### config.mk
export PLATFORM = sky130hd
export DESIGN_NAME = alu_arbiter_flat
export DESIGN_NICKNAME = d
export VERILOG_FILES = /design/src/rtl/alu_arbiter_if.sv /design/src/rtl/alu_arbiter.sv /design/src/flat_wrapper.sv
export SDC_FILE = /design/constraint.sdc
export NUM_CORES = 1
export LEC_CHECK = 0
export CAP_MARGIN = 20
export CORE_AREA = 3 3 131 133
export DETAILED_ROUTE_END_ITERATION = 16
export DIE_AREA = 0 0 134 136
export PLACE_DENSITY = 0.67
export SLEW_MARGIN = 40
export SYNTH_ARGS = -nofsm -noshare
export SYNTH_HDL_FRONTEND = slang
export SYNTH_SLANG_ARGS = --single-unit
### constraint.sdc
create_clock -name clk -period 1.6 [get_ports clk]
set_input_delay 0.32 -clock clk [delete_from_list [all_inputs] [get_ports clk]]
set_output_delay 0.32 -clock clk [all_outputs]
set_load 0.01 [all_outputs]
### src/rtl/alu_arbiter_if.sv
// rtl/alu_arbiter_if.sv - request/response channels of the two ALU requesters
interface alu_arbiter_if #(
  parameter int DATA_WIDTH    = 32,
  parameter int OPCODE_LENGTH = 4
);
  logic                     req0_valid;
  logic                     req0_ready;
  logic [DATA_WIDTH-1:0]    req0_src_a;
  logic [DATA_WIDTH-1:0]    req0_src_b;
  logic [OPCODE_LENGTH-1:0] req0_op;
  logic                     req1_valid;
  logic                     req1_ready;
  logic [DATA_WIDTH-1:0]    req1_src_a;
  logic [DATA_WIDTH-1:0]    req1_src_b;
  logic [OPCODE_LENGTH-1:0] req1_op;
  logic                     resp0_valid;
  logic                     resp0_ready;
  logic [DATA_WIDTH-1:0]    resp0_data;
  logic                     resp1_valid;
  logic                     resp1_ready;
  logic [DATA_WIDTH-1:0]    resp1_data;

  modport master (
    output req0_valid, req0_src_a, req0_src_b, req0_op,
    output req1_valid, req1_src_a, req1_src_b, req1_op,
    output resp0_ready, resp1_ready,
    input  req0_ready, req1_ready,
    input  resp0_valid, resp0_data, resp1_valid, resp1_data
  );

  modport slave (
    input  req0_valid, req0_src_a, req0_src_b, req0_op,
    input  req1_valid, req1_src_a, req1_src_b, req1_op,
    input  resp0_ready, resp1_ready,
    output req0_ready, req1_ready,
    output resp0_valid, resp0_data, resp1_valid, resp1_data
  );
endinterface

### src/rtl/alu_arbiter.sv
// rtl/alu_arbiter.sv - round-robin sharing of one combinational ALU between two requesters
// Optional grant counters enabled by ALU_ARB_STATS_EN.
module alu_arbiter #(
  parameter int DATA_WIDTH    = 32,
  parameter int OPCODE_LENGTH = 4,
  parameter int CNT_WIDTH     = 16
) (
  input  logic                     clk,
  input  logic                     rst_n,
  alu_arbiter_if.slave             bus,
  output logic [DATA_WIDTH-1:0]    alu_src_a,
  output logic [DATA_WIDTH-1:0]    alu_src_b,
  output logic [OPCODE_LENGTH-1:0] alu_op,
  input  logic [DATA_WIDTH-1:0]    alu_result,
  output logic [CNT_WIDTH-1:0]     grant_cnt0,
  output logic [CNT_WIDTH-1:0]     grant_cnt1
);
  logic                  rr_ptr;
  logic                  elig0, elig1;
  logic                  grant0, grant1;
  logic                  resp0_valid_q, resp1_valid_q;
  logic [DATA_WIDTH-1:0] resp0_data_q, resp1_data_q;

  // A requester is eligible only if its result slot is free or being drained now.
  assign elig0 = rst_n & bus.req0_valid & (~resp0_valid_q | bus.resp0_ready);
  assign elig1 = rst_n & bus.req1_valid & (~resp1_valid_q | bus.resp1_ready);

  always_comb begin
    grant0 = 1'b0;
    grant1 = 1'b0;
    if (elig0 && elig1) begin
      grant0 = ~rr_ptr;
      grant1 = rr_ptr;
    end else begin
      grant0 = elig0;
      grant1 = elig1;
    end
  end

  always_comb begin
    alu_src_a = '0;
    alu_src_b = '0;
    alu_op    = '0;
    if (grant0) begin
      alu_src_a = bus.req0_src_a;
      alu_src_b = bus.req0_src_b;
      alu_op    = bus.req0_op;
    end else if (grant1) begin
      alu_src_a = bus.req1_src_a;
      alu_src_b = bus.req1_src_b;
      alu_op    = bus.req1_op;
    end
  end

  assign bus.req0_ready  = grant0;
  assign bus.req1_ready  = grant1;
  assign bus.resp0_valid = resp0_valid_q;
  assign bus.resp1_valid = resp1_valid_q;
  assign bus.resp0_data  = resp0_data_q;
  assign bus.resp1_data  = resp1_data_q;

  always_ff @(posedge clk or negedge rst_n) begin
    if (!rst_n) begin
      rr_ptr        <= 1'b0;
      resp0_valid_q <= 1'b0;
      resp1_valid_q <= 1'b0;
      resp0_data_q  <= '0;
      resp1_data_q  <= '0;
    end else begin
      if (grant0)      rr_ptr <= 1'b1;
      else if (grant1) rr_ptr <= 1'b0;

      // A grant in the same cycle as a drain keeps the slot full with the new result.
      if (grant0) begin
        resp0_valid_q <= 1'b1;
        resp0_data_q  <= alu_result;
      end else if (bus.resp0_ready) begin
        resp0_valid_q <= 1'b0;
      end

      if (grant1) begin
        resp1_valid_q <= 1'b1;
        resp1_data_q  <= alu_result;
      end else if (bus.resp1_ready) begin
        resp1_valid_q <= 1'b0;
      end
    end
  end

`ifdef ALU_ARB_STATS_EN
  logic [CNT_WIDTH-1:0] cnt0, cnt1;

  always_ff @(posedge clk or negedge rst_n) begin
    if (!rst_n) begin
      cnt0 <= '0;
      cnt1 <= '0;
    end else begin
      if (grant0 && cnt0 != '1) cnt0 <= cnt0 + CNT_WIDTH'(1);
      if (grant1 && cnt1 != '1) cnt1 <= cnt1 + CNT_WIDTH'(1);
    end
  end

  assign grant_cnt0 = cnt0;
  assign grant_cnt1 = cnt1;
`else
  assign grant_cnt0 = '0;
  assign grant_cnt1 = '0;
`endif
endmodule

### src/flat_wrapper.sv
// flat-port wrapper written by rule: the top's interface ports become plain ports
module alu_arbiter_flat 
#(
  parameter int DATA_WIDTH    = 32,
  parameter int OPCODE_LENGTH = 4,
  parameter int CNT_WIDTH     = 16
)
  (clk, rst_n, alu_src_a, alu_src_b, alu_op, alu_result, grant_cnt0, grant_cnt1, bus_req0_valid, bus_req0_src_a, bus_req0_src_b, bus_req0_op, bus_req1_valid, bus_req1_src_a, bus_req1_src_b, bus_req1_op, bus_resp0_ready, bus_resp1_ready, bus_req0_ready, bus_req1_ready, bus_resp0_valid, bus_resp0_data, bus_resp1_valid, bus_resp1_data);
  alu_arbiter_if #(.DATA_WIDTH(DATA_WIDTH), .OPCODE_LENGTH(OPCODE_LENGTH)) bus_i ();
  input  logic clk;
  input  logic rst_n;
  output logic [DATA_WIDTH-1:0] alu_src_a;
  output logic [DATA_WIDTH-1:0] alu_src_b;
  output logic [OPCODE_LENGTH-1:0] alu_op;
  input  logic [DATA_WIDTH-1:0] alu_result;
  output logic [CNT_WIDTH-1:0] grant_cnt0;
  output logic [CNT_WIDTH-1:0] grant_cnt1;
  input wire logic [$bits(bus_i.req0_valid)-1:0] bus_req0_valid;
  input wire logic [$bits(bus_i.req0_src_a)-1:0] bus_req0_src_a;
  input wire logic [$bits(bus_i.req0_src_b)-1:0] bus_req0_src_b;
  input wire logic [$bits(bus_i.req0_op)-1:0] bus_req0_op;
  input wire logic [$bits(bus_i.req1_valid)-1:0] bus_req1_valid;
  input wire logic [$bits(bus_i.req1_src_a)-1:0] bus_req1_src_a;
  input wire logic [$bits(bus_i.req1_src_b)-1:0] bus_req1_src_b;
  input wire logic [$bits(bus_i.req1_op)-1:0] bus_req1_op;
  input wire logic [$bits(bus_i.resp0_ready)-1:0] bus_resp0_ready;
  input wire logic [$bits(bus_i.resp1_ready)-1:0] bus_resp1_ready;
  output wire logic [$bits(bus_i.req0_ready)-1:0] bus_req0_ready;
  output wire logic [$bits(bus_i.req1_ready)-1:0] bus_req1_ready;
  output wire logic [$bits(bus_i.resp0_valid)-1:0] bus_resp0_valid;
  output wire logic [$bits(bus_i.resp0_data)-1:0] bus_resp0_data;
  output wire logic [$bits(bus_i.resp1_valid)-1:0] bus_resp1_valid;
  output wire logic [$bits(bus_i.resp1_data)-1:0] bus_resp1_data;
  assign bus_i.req0_valid = bus_req0_valid;
  assign bus_i.req0_src_a = bus_req0_src_a;
  assign bus_i.req0_src_b = bus_req0_src_b;
  assign bus_i.req0_op = bus_req0_op;
  assign bus_i.req1_valid = bus_req1_valid;
  assign bus_i.req1_src_a = bus_req1_src_a;
  assign bus_i.req1_src_b = bus_req1_src_b;
  assign bus_i.req1_op = bus_req1_op;
  assign bus_i.resp0_ready = bus_resp0_ready;
  assign bus_i.resp1_ready = bus_resp1_ready;
  assign bus_req0_ready = bus_i.req0_ready;
  assign bus_req1_ready = bus_i.req1_ready;
  assign bus_resp0_valid = bus_i.resp0_valid;
  assign bus_resp0_data = bus_i.resp0_data;
  assign bus_resp1_valid = bus_i.resp1_valid;
  assign bus_resp1_data = bus_i.resp1_data;
  alu_arbiter #(.DATA_WIDTH(DATA_WIDTH), .OPCODE_LENGTH(OPCODE_LENGTH), .CNT_WIDTH(CNT_WIDTH)) u_core (.clk(clk), .rst_n(rst_n), .bus(bus_i), .alu_src_a(alu_src_a), .alu_src_b(alu_src_b), .alu_op(alu_op), .alu_result(alu_result), .grant_cnt0(grant_cnt0), .grant_cnt1(grant_cnt1));
endmodule
## Word-level counts from Yosys, hierarchy flattened

Index checks and enable logic that the tools add are counted.

- Mux-type cells: 14
- Bitwise logic cells: 9
- Reduce and logical (&&, ||, !) cells: 4

Operator list:

| kind | number |
|---|---|
| $mux W32 | 4 |
| $mux W1 | 8 |
| $mux W4 | 2 |
| $reduce_bool A2 Y1 | 3 |
| $and A1 B1 Y1 | 4 |
| $not A1 Y1 | 3 |
| $or A1 B1 Y1 | 2 |
| $logic_and A1 B1 Y1 | 1 |

- Flip-flop bits (word level): 67
- Input bits: 174

## Depth between registers and ports, before layout

- Depth after elaboration: 7
- Mapped depth: 5
- Mapped depth without buffers: 3

## Worst setup path after synthesis

No wires, ideal clock.

- Path kind: register to output
- Start: reg u_core.resp0_valid_q (netlist: u_core.bus.resp0_valid)
- End: out alu_op[0]
- Arrival time: 1.519 ns
- Setup slack: -0.239 ns
- Stages on the path, launching flop included: 6
- Buffers on the path: 2
- Cells stage by stage: dfrtp_1 > and2b_1 > a211o_1 > buf_2 > buf_2 > o22ai_1

- Longest elaborated chain between the ends: 7
- Elaborated cells between the ends (all ways): 8
- Those cells by class: mux: 4; bitwise: 3; reduce/logical: 1

Ends and longest elaborated chain:

| element | RTL line | RTL |
|---|---|---|
| start: declaration | alu_arbiter.sv:21 | `logic resp0_valid_q, resp1_valid_q;` |
| start signal: assignment | alu_arbiter.sv:65 | `resp0_valid_q <= 1'b0;` |
| start signal: assignment | alu_arbiter.sv:75 | `resp0_valid_q <= 1'b1;` |
| start signal: assignment | alu_arbiter.sv:78 | `resp0_valid_q <= 1'b0;` |
| $not A1 Y1 (*) | alu_arbiter.sv:25 | `assign elig0 = rst_n & bus.req0_valid & (~resp0_valid_q \| bus.resp0_ready);` |
| $or A1 B1 Y1 (*) | alu_arbiter.sv:25 |  |
| $and A1 B1 Y1 (*) | alu_arbiter.sv:25 |  |
| $logic_and A1 B1 Y1 | alu_arbiter.sv:31 | `if (elig0 && elig1) begin` |
| $mux W1 | alu_arbiter.sv:31 |  |
| $mux W4 | alu_arbiter.sv:48 | `end else if (grant1) begin` |
| $mux W4 (*) | alu_arbiter.sv:44 | `if (grant0) begin` |
| end: declaration | flat_wrapper.sv:14 | `output logic [OPCODE_LENGTH-1:0] alu_op;` |

Mark *: on every way between the ends. The rest lies on a longest branch, timed or not.

## Worst setup path in the final report

- Start: reg u_core.resp0_valid_q (netlist: u_core.bus.resp0_valid)
- End: out alu_src_a[7]

- Longest elaborated chain between the ends: 7
- Elaborated cells between the ends (all ways): 8
- Those cells by class: mux: 4; bitwise: 3; reduce/logical: 1

Ends and longest elaborated chain:

| element | RTL line | RTL |
|---|---|---|
| $not A1 Y1 (*) | alu_arbiter.sv:25 |  |
| $or A1 B1 Y1 (*) | alu_arbiter.sv:25 |  |
| $and A1 B1 Y1 (*) | alu_arbiter.sv:25 |  |
| $logic_and A1 B1 Y1 | alu_arbiter.sv:31 |  |
| $mux W1 | alu_arbiter.sv:31 |  |
| $mux W32 | alu_arbiter.sv:48 |  |
| $mux W32 (*) | alu_arbiter.sv:44 |  |
| end: declaration | flat_wrapper.sv:12 | `output logic [DATA_WIDTH-1:0] alu_src_a;` |

Marked as above.

==> results.py <==
metrics = {
    "floorplan": {
        "start_util_pct": 24.48,
        "fp.coreArea_sq_mm": 0.01594,
        "row_count": 46,
        "ioPinCount": 342,
        "die_area_sq_mm": 0.01822,
        "fp.dieW_um": 134,
        "die_h_um": 136,
    },
    "run_status": {
        "violations": "negative setup slack",
        "status": "finished with violations",
    },
    "cells_and_area": {
        "finalNetCount": 963,
        "num-fill-cells": 1304,
        "layout-drive-gt1-share_pct": 39.42,
        "final_area_sq_mm": 0.009328,
        "area_growth_pct": 139.0,
    },
    "global_routing": {
        "grt_max_degree": 68,
        "grt-ovfl-total": 0,
        "track_usage_pct": 19.62,
        "antenna_found_initial": 3,
        "grt_pass1_wl_um": 28260,
        "grt_pass1_vias": 4873,
    },
    "timing": {
        "hold_viol_final": 0,
        "period_share_pct": 142.9,
        "whs_ns": 0.01171,
        "layout_min_cycle_time_ns": 2.286,
        "drv_slew": 0,
        "setup_viol": 135,
        "fin_worst_skew_ns": 0.007057,
        "rsz0062_at_grt": "true",
        "max_clock_freq_mhz": 437.4,
        "setup_slack_ns": -0.6862,
    },
    "cts": {
        "clk_path_buf_depth": 2,
        "worstSkewPairLatency_ns": 0.32,
        "cts_tree": "done",
        "htree_levels": 3,
        "cts.sinks": 67,
        "clk_pin_slew_ns": 0.06,
        "cts_root_buf": "clkbuf_16",
        "cts_buffers": 9,
    },
    "worst_setup_path": {
        "slowest_delay_ns": 0.37,
        "r2r_setup_slack_ns": -0.38,
        "cp.arrival_ns": 1.97,
        "r2r-start": "u_core.bus.resp0_valid$_DFFE_PN0P_",
        "startpoint_type": "register",
        "cpMostUsedCell": "buf_12",
        "slowest_stage": "dfrtp_1",
        "cp_cell_sequence": "and2b_2 -> o311ai_4 -> buf_12 -> buf_12 -> clkbuf_16 -> o22ai_2 -> buf_2",
        "critPathCaptureType": "primary output",
        "cp_max_fo": 6,
        "worstSetupPathType": "register to primary output",
        "rr_endpoint": "u_core.bus.resp0_data[1]$_DFFE_PN0P_",
        "required_ns": 1.28,
        "rr_worst_depth": 9,
    },
    "power_and_ir_drop": {
        "power_density_mw_per_mm2": 961.7,
        "cellLeakagePower_nw": 4.168,
        "ir_drop_mv": 0.8916,
    },
    "hold_path": {
        "holdCritPathClass": "input pin to async pin",
    },
    "yosys": {
        "synth_top_area_share_pct": 42.96,
        "synthTopCellsByArea": "dfrtp_1 43%, nand2_1 13%, o22ai_1 11%",
        "ys_async_sr_fraction_pct": 100.0,
        "synthTopCellsByCount": "138 x nand2_1, 68 x o22ai_1, 67 x dfrtp_1",
        "ys_seq_area_share_pct": 42.96,
        "ys_ff_latch": 67,
        "yosysWarnings": 0,
        "synth_ff_type": "dfrtp_1",
        "synthCells": 420,
        "syn_area_sq_mm": 0.003902,
        "yosys.area.top_type": "dfrtp_1",
        "synth_edf_count": 0,
        "synth.most_common_cell": "nand2_1",
        "synth_cell_types": 22,
        "postSynthAreaPerCell_sq_um": 9.292,
    },
    "detailed_routing": {
        "wl_met3_um": 1825,
        "drt-initial-drc-count": 198,
        "dr_total_vias": 4654,
        "wl_met2_um": 10680,
        "drtPass1Iterations": 4,
        "drt_wl_total_um": 20110,
        "drt-met1-wl_um": 7137,
        "via_per_inst": 4.603,
        "top_layer": "met5",
        "ant_nets": 0,
        "wire_per_inst_um": 19.89,
        "drcViolationCount": 0,
    },
    "place": {
        "gp_congestion": 0.8814,
        "dpl.hpwl_um": 13200,
        "pre_cts_slack_ns": -1.093,
        "placed_area_sq_mm": 0.007797,
        "port_buffers": 309,
    },
    "run": {
        "drv_cap": 0,
    },
}
-- final cells by class --
cell class,instances,area [sq um],share of cell area (%)
Tap cell,216,270.3,2.897
Timing Repair Buffer,394,4263,45.70
Multi-Input combinational cell,316,2835,30.40
Inverter,1,3.754,0.04024
Antenna cell,1,2.502,0.02683
Clock buffer,9,225.2,2.414
Sequential cell,67,1677,17.97
Clock inverter,7,51.30,0.5500
-- sequential cells by signal, indices dropped and copies added, names as in the netlist --
signal / count
u_core.bus.resp0_data: 32
u_core.bus.resp0_valid: 1
u_core.bus.resp1_data: 32
u_core.bus.resp1_valid: 1
u_core.rr_ptr: 1
-- routing by layer --
metal  vias to the layer above  GRT usage, %
met3                        35         7.180
met1                      2249         21.24
li1                       2126             -
met4                         4         5.086
met2                       240         36.19
met5                         -             0
-- cells by family (layout without fill, tap and decap cells) --
group	after synthesis	count (layout)	share of synthesized area [%]
simple gates	146	146	14.59
compound gates	74	74	13.15
buf+inv	68	411	10.74
flops	67	67	42.96
mux	64	64	18.47
other cells	1	33	0.09609
-- cell usage in the layout (no fill, tap or decap), types with 11 or more instances in the layout --
cell type,netlist,final
dlymetal6s2s_1,0,15
clkdlybuf4s50_1,0,217
buf_2,8,47
clkbuf_16,0,15
nand2_1,138,138
buf_4,35,18
mux2_4,0,63
dfrtp_1,67,67
o22ai_4,0,29
o22ai_2,0,37
buf_6,3,48
buf_16,0,11
buf_12,0,20
conb_1,1,32
-- per-stage QoR --
stage | setup TNS, ns | util [%] | cells | power (mW)
final | -59.26 | 58.51 | 1011 | 8.970
after detailed placement | -112.25 | 48.91 | 946 | 6.147
after floorplan | -6.992 | - | 451 | 4.053
after global placement | -108.82 | 48.91 | 946 | 6.069
after CTS | -59.46 | 55.49 | 1001 | 8.643
after global routing | -69.36 | 58.51 | 1011 | 9.343
-- worst max-delay path: cells and delay by family (launching register included) --
| family | cells | cell delay (ns) |
|---|---|---|
| and+or+nand+nor | 1 | 0.23 |
| AOI/OAI and AO/OA | 2 | 0.45 |
| DFF | 1 | 0.37 |
| buffers and inverters | 4 | 0.58 |
-- power breakdown --
group | switching (mW) | internal, mW | leakage [nW]
registers | 0.293 | 2.17 | 0.789
logic | 1.79 | 2.87 | 3.25
clock network | 0.791 | 1.06 | 0.133
-- timing repair --
item	4_1_cts	5_1_grt
setup buffers	26	9
resized for setup	389	98
cloned	12	6
endpoints found under the hold margin	2	0
hold buffers	1	0
setup endpoints to repair	138	153
pin swaps	6	47
-- worst max path at each step --
stage | startpoint | end | slack, ns | cells past startpoint
final | u_core.bus.resp0_valid$_DFFE_PN0P_ | alu_src_a[7] | -0.69 | 7
after global routing | u_core.bus.resp0_valid$_DFFE_PN0P_ | alu_src_a[7] | -0.78 | 7
after CTS | u_core.bus.resp0_valid$_DFFE_PN0P_ | alu_src_b[12] | -0.70 | 6
after detailed placement | bus_resp1_ready | alu_src_b[5] | -1.09 | 6
after global placement | bus_resp1_ready | alu_src_b[5] | -1.03 | 6
after floorplan | u_core.bus.resp0_valid$_DFFE_PN0P_ | alu_op[0] | -0.12 | 5
(Power assumes the default switching activity.)
